File: config.mk
export PLATFORM = sky130hd
export DESIGN_NAME = pipe_scoreboard
export DESIGN_NICKNAME = d
export VERILOG_FILES = /design/src/rtl/pipe_scoreboard.sv
export SDC_FILE = /design/constraint.sdc
export NUM_CORES = 1
export LEC_CHECK = 0
export ABC_AREA = 1
export CAP_MARGIN = 0
export CORE_UTILIZATION = 57
export DETAILED_ROUTE_END_ITERATION = 12
export DONT_BUFFER_PORTS = 1
export PLACE_DENSITY = 0.68
export SETUP_SLACK_MARGIN = 0.3
export SLEW_MARGIN = 30
export SYNTH_ARGS = -nofsm -noshare
export SYNTH_HDL_FRONTEND = slang
export SYNTH_SLANG_ARGS = --single-unit
File: constraint.sdc
create_clock -name clk -period 4.53 [get_ports clk]
set_clock_uncertainty 0.15 [all_clocks]
set_input_delay 0.906 -clock clk [delete_from_list [all_inputs] [get_ports clk]]
set_output_delay 0.906 -clock clk [all_outputs]
set_load 0.05 [all_outputs]
File: src/rtl/pipe_scoreboard.sv
// pipe_scoreboard: issue-side hazard tracker for a 5-stage MIPS pipeline.
// It shadows the destination register of every instruction leaving ID
// through EX, MEM and WB slots. The slots advance with the shared stall bus.
// Each cycle it reports the youngest in-flight writer for each ID source
// port and raises the load-use stall request for CTRL.
module pipe_scoreboard (
    input  logic        clk,
    input  logic        rst,
    input  logic [5:0]  stall,
    input  logic        flush,
    input  logic        id_valid,
    input  logic        id_we,
    input  logic [4:0]  id_waddr,
    input  logic        id_is_load,
    input  logic        rs_re,
    input  logic [4:0]  rs_raddr,
    input  logic        rt_re,
    input  logic [4:0]  rt_raddr,
    output logic [1:0]  rs_hit,
    output logic [1:0]  rt_hit,
    output logic        stall_for_load,
    output logic [31:0] pending_mask,
    output logic [31:0] lu_stall_cnt
);

    // One in-flight writer record.
    typedef struct packed {
        logic       valid;
        logic [4:0] waddr;
        logic       is_load;
    } slot_t;

    // Stage holding the youngest matching writer.
    typedef enum logic [1:0] {
        HIT_NONE = 2'd0,
        HIT_EX   = 2'd1,
        HIT_MEM  = 2'd2,
        HIT_WB   = 2'd3
    } hit_e;

    localparam slot_t EMPTY_SLOT = '0;

    // Stall bus bit positions.
    localparam int ST_ID  = 2;
    localparam int ST_EX  = 3;
    localparam int ST_MEM = 4;
    localparam int ST_WB  = 5;

    slot_t       r_ex;
    slot_t       r_mem;
    slot_t       r_wb;
    logic [31:0] r_lu_stall_cnt;

    slot_t       w_capture;
    logic        w_rs_ex, w_rs_mem, w_rs_wb;
    logic        w_rt_ex, w_rt_mem, w_rt_wb;
    logic        w_stall_for_load;
    logic [31:0] w_pending_mask;

    // A source port matches a slot only when it is used, is not $0, and the
    // slot holds a real writer of that register.
    function automatic logic slot_match(input slot_t s, input logic re,
                                        input logic [4:0] raddr);
        return re && (raddr != 5'd0) && s.valid && (s.waddr == raddr);
    endfunction

    // The youngest writer wins: EX before MEM before WB.
    function automatic hit_e hit_select(input logic m_ex, input logic m_mem,
                                        input logic m_wb);
        if (m_ex)       return HIT_EX;
        else if (m_mem) return HIT_MEM;
        else if (m_wb)  return HIT_WB;
        else            return HIT_NONE;
    endfunction

    // Build the record that enters EX when ID is allowed to advance.
    // Writes to $0 are discarded here, so no slot ever tracks $0.
    always_comb begin
        w_capture         = EMPTY_SLOT;
        w_capture.valid   = id_valid && id_we && (id_waddr != 5'd0);
        w_capture.waddr   = id_waddr;
        w_capture.is_load = id_is_load;
    end

    // Per-port slot matches. ID itself is not a slot, so an instruction
    // never matches its own destination.
    always_comb begin
        w_rs_ex  = slot_match(r_ex,  rs_re, rs_raddr);
        w_rs_mem = slot_match(r_mem, rs_re, rs_raddr);
        w_rs_wb  = slot_match(r_wb,  rs_re, rs_raddr);
        w_rt_ex  = slot_match(r_ex,  rt_re, rt_raddr);
        w_rt_mem = slot_match(r_mem, rt_re, rt_raddr);
        w_rt_wb  = slot_match(r_wb,  rt_re, rt_raddr);
    end

    // A load still in EX cannot forward yet, so a dependent ID instruction
    // must wait. Once the load reaches MEM or WB its data is forwarded.
    always_comb begin
        w_stall_for_load = id_valid &&
                           ((w_rs_ex && r_ex.is_load) ||
                            (w_rt_ex && r_ex.is_load));
    end

    // Mark every register that some valid slot is about to write.
    always_comb begin
        // NOTE: assign a default before any conditional write in always_comb;
        // a path that leaves a bit unassigned would infer a latch.
        w_pending_mask = '0;
        if (r_ex.valid)  w_pending_mask[r_ex.waddr]  = 1'b1;
        if (r_mem.valid) w_pending_mask[r_mem.waddr] = 1'b1;
        if (r_wb.valid)  w_pending_mask[r_wb.waddr]  = 1'b1;
        w_pending_mask[0] = 1'b0;
    end

    // Advance the slots with the stall bus. At each boundary the downstream
    // slot loads, becomes a bubble, or holds. WB content retires simply by
    // being overwritten.
    always_ff @(posedge clk) begin
        // NOTE: sequential state uses non-blocking assignments. Every slot
        // then samples the pre-edge value of its upstream neighbour, which
        // is what makes the three slots shift in one edge.
        if (!rst) begin
            r_ex  <= EMPTY_SLOT;
            r_mem <= EMPTY_SLOT;
            r_wb  <= EMPTY_SLOT;
        end else if (flush) begin
            r_ex.valid  <= 1'b0;
            r_mem.valid <= 1'b0;
            r_wb.valid  <= 1'b0;
        end else begin
            // ID -> EX
            if (!stall[ST_ID])
                r_ex <= w_capture;
            else if (!stall[ST_EX])
                r_ex <= EMPTY_SLOT;

            // EX -> MEM
            if (!stall[ST_EX])
                r_mem <= r_ex;
            else if (!stall[ST_MEM])
                r_mem <= EMPTY_SLOT;

            // MEM -> WB
            if (!stall[ST_MEM])
                r_wb <= r_mem;
            else if (!stall[ST_WB])
                r_wb <= EMPTY_SLOT;
        end
    end

    // Count load-use stall cycles. The count saturates at all-ones and is
    // deliberately left untouched by flush.
    always_ff @(posedge clk) begin
        if (!rst)
            r_lu_stall_cnt <= '0;
        else if (w_stall_for_load && (r_lu_stall_cnt != '1))
            r_lu_stall_cnt <= r_lu_stall_cnt + 32'd1;
    end

    assign rs_hit         = hit_select(w_rs_ex, w_rs_mem, w_rs_wb);
    assign rt_hit         = hit_select(w_rt_ex, w_rt_mem, w_rt_wb);
    assign stall_for_load = w_stall_for_load;
    assign pending_mask   = w_pending_mask;
    assign lu_stall_cnt   = r_lu_stall_cnt;

endmodule

==> impl_metrics.env <==
export IMPL_firstDrtPassIters=5
export IMPL_cts_buffers_inserted=5
export IMPL_path_max_fanout=8
export IMPL_fp_dieH_um=90.1
export IMPL_ys_seq_area_frac=0.231
export IMPL_setup_tns_ns=0
export IMPL_grt_pass1_wl_um=21100
export IMPL_peakVddDrop_v=0.000236
export IMPL_final_nets=821
export IMPL_syn_area_um2=4430
export IMPL_hold_depth=2
export IMPL_drv_slew=0
export IMPL_hold_slack_ns=0.320
export IMPL_reg2reg_depth=10
export IMPL_min_period_ns=3.33
export IMPL_min_period_over_period=0.735
export IMPL_syn_to_final_growth_pct=3.28
export IMPL_synth_cell_types=34
export IMPL_drtAntennaViolNets=0
export IMPL_vias_per_cell=5.59
export IMPL_power_density_nw_per_um2=181
export IMPL_worst_hold_path_type="flip-flop to flip-flop"
export IMPL_critPathTopFamily="simple AND/OR/NAND/NOR gates"
export IMPL_synth_top_area_frac=0.231
export IMPL_fin_ws_ns=1.20
export IMPL_dieArea_um2=8120
export IMPL_ys_ff_latch=51
export IMPL_clk_pin_slew_worst_paths_ns=0.09
export IMPL_top_layer_used="met4"
export IMPL_avgSynthCellArea_um2=5.53
export IMPL_synth_area_leader_cell="dfxtp_1"
export IMPL_worstPathRequired_ns=3.47
export IMPL_slowest_stage="nor3_1"
export IMPL_synth_async_reset_ratio=0
export IMPL_arrival_ns=2.27
export IMPL_final_area_um2=4570
export IMPL_grt_max_degree=52
export IMPL_layout_drive_gt1_share=0.0708
export IMPL_clock_sinks=51
export IMPL_critPathCaptureType="output port"
export IMPL_portBuffers=0
export IMPL_yosysWarnings=0
export IMPL_dp_hpwl_um=9520
export IMPL_worstMarginPinSlew_ns=1.05
export IMPL_grtUsageTotal=0.312
export IMPL_timing_hold_violations_final=0
export IMPL_n_antenna_cell=0
export IMPL_antenna_found_initial=0
export IMPL_rsz0062_at_grt="false"
export IMPL_timing_rr_end="lu_stall_cnt[2]$_SDFFE_PN0P_"
export IMPL_start_util=0.601
export IMPL_ctsHoldBuffers=0
export IMPL_path_buf_inv=1
export IMPL_grt_overflow_total=0
export IMPL_yosys_top_cells_area="dfxtp_1 23%, nand2_1 23%, inv_1 10%, nor2_1 8.3%, nand3_1 8.0%"
export IMPL_grt_pass1_vias=4430
export IMPL_rows=31
export IMPL_cp_depth=4
export IMPL_cts_tree="done"
export IMPL_synthCells=801
export IMPL_post_cts_buffers=0
export IMPL_cap_viol_max_count=0
export IMPL_core_area_um2=7370
export IMPL_drc=0
export IMPL_cts_root_buf="clkbuf_8"
export IMPL_wl_met2_um=5420
export IMPL_wl_per_cell_um=14.1
export IMPL_leakagePower_nw=2.07
export IMPL_cts_resized=0
export IMPL_cp_endpoint="pending_mask[29]"
export IMPL_synth_edf_count=0
export IMPL_synth_ff_type="dfxtp_1"
export IMPL_drt_iter0_markers=375
export IMPL_r2r_start="lu_stall_cnt[0]$_SDFFE_PN0P_"
export IMPL_preCtsSetupSlack_ns=1.41
export IMPL_crit_chain="inv_1 -> nor3_1 -> nand2_1 -> nand3_1"
export IMPL_postRouteWirelength_um=12500
export IMPL_htree_levels=2
export IMPL_syn_num_nets=831
export IMPL_ios=98
export IMPL_dpl_instance_area_um2=4460
export IMPL_routabilityCongestion=0.963
export IMPL_met1_length_um=5740
export IMPL_num_vias=4974
export IMPL_fmax_mhz=300
export IMPL_crit_start="r_wb[1]$_SDFFE_PN0P_"
export IMPL_cts_buffer_depth=2
export IMPL_clock_latency_ns=0.30
export IMPL_slew_headroom=0.291
export IMPL_rrSetupSlack_ns=1.90
export IMPL_path_class="flip-flop to output port"
export IMPL_start_kind="flip-flop"
export IMPL_status="finished, final reports clean"
export IMPL_finalSetupViolCount=0
export IMPL_met3_length_um=1280
export IMPL_cp_slowest_stage_delay_ns=0.86
export IMPL_die_w_um=90.1
-- cells in the mapped netlist (5+ instances only) --
cell / instances
nor3_1: 44
nor2_1: 98
inv_2: 12
nand2_1: 267
xor2_1: 10
dfxtp_1: 51
a21oi_1: 14
buf_2: 5
nand3_1: 71
nand3_2: 13
clkbuf_1: 7
inv_1: 120
o22ai_1: 7
o32ai_1: 6
nand4_1: 34
-- sequential cells by signal (all words and copies together), names as in the netlist --
| name | count |
|---|---|
| r_mem | 6 |
| lu_stall_cnt | 32 |
| r_wb | 6 |
| r_ex | 7 |
-- worst min path at each step --
stage	slack (ns)	startpoint	to
6_report	0.32	r_ex[6]$_SDFFE_PP0N_	r_ex[6]$_SDFFE_PP0N_
4_1_cts	0.32	r_ex[6]$_SDFFE_PP0N_	r_ex[6]$_SDFFE_PP0N_
2_1_floorplan	0.29	r_wb[6]$_SDFFE_PP0N_	r_wb[6]$_SDFFE_PP0N_
5_1_grt	0.36	r_wb[6]$_SDFFE_PP0N_	r_wb[6]$_SDFFE_PP0N_
3_5_place_dp	0.31	r_ex[6]$_SDFFE_PP0N_	r_ex[6]$_SDFFE_PP0N_
3_3_place_gp	0.30	r_ex[6]$_SDFFE_PP0N_	r_ex[6]$_SDFFE_PP0N_
-- cell type report --
type                            instances  area, µm²
Fill cell                             745       2800
Multi-Input combinational cell        593       2770
Sequential cell                        51       1020
Inverter                              132        495
Tap cell                               99        124
Clock buffer                            6       72.6
Timing Repair Buffer                    8       60.1
Clock inverter                          1       30.0
-- worst register-to-register path: stages, from the launching register on --
cell	delay, ns
dfxtp_1	0.72
ha_1	0.30
nand2_1	0.10
nor2_1	0.18
nand2_1	0.13
nor2_4	0.21
nand3_4	0.31
nand3_2	0.26
nand2_1	0.07
nand2_1	0.06
nor2_1	0.04
-- metrics by stage --
stage                     utilization  power [W]  std cells
final                           0.620   0.000826        890
after global routing            0.620   0.000862        890
after CTS                       0.620   0.000839        890
after detailed placement        0.606   0.000525        883
after global placement          0.604   0.000524        883
after floorplan                     -   0.000520        801
-- kinds of logic after synthesis --
family                     count (synthesis)  share of synthesized area
buffers and inverters                    157                      0.148
and+or+nand+nor                          545                      0.547
adders and majority gates                  1                    0.00283
xor gates and xnor gates                  10                     0.0198
AOI/OAI and AO/OA                         36                     0.0503
DFF                                       51                      0.231
other                                      1                   0.000847
-- layer usage --
| layer | vias to the layer above | GRT usage |
|---|---|---|
| met5 | - | 0 |
| met4 | 0 | 0.0618 |
| met3 | 12 | 0.0728 |
| met2 | 228 | 0.482 |
| met1 | 2230 | 0.442 |
| li1 | 2504 | - |
-- placed cells by master, fill, tap and decap left out, types with 2 or more instances in the layout --
cell type | Yosys | final
a21boi_1 | 0 | 2
a21oi_1 | 14 | 14
buf_4 | 4 | 8
clkbuf_8 | 0 | 5
dfxtp_1 | 51 | 51
inv_1 | 120 | 120
inv_2 | 12 | 12
nand2_1 | 267 | 267
nand2_2 | 4 | 4
nand3_1 | 71 | 71
nand3_2 | 13 | 13
nand4_1 | 34 | 34
nor2_1 | 98 | 98
nor2_2 | 4 | 4
nor3_1 | 44 | 40
nor3_2 | 0 | 4
nor4_1 | 4 | 4
o21ai_0 | 4 | 3
o21ai_1 | 1 | 2
o22ai_1 | 7 | 7
o32ai_1 | 6 | 6
or2_2 | 2 | 2
xor2_1 | 10 | 10
-- power by group --
group	internal [W]	total (W)	switching [W]
combinational	0.0000184	0.0000584	0.0000400
clock	0.000162	0.000310	0.000148
sequential	0.000451	0.000458	0.00000650
Note: power is estimated with default switching activity, not from simulation.
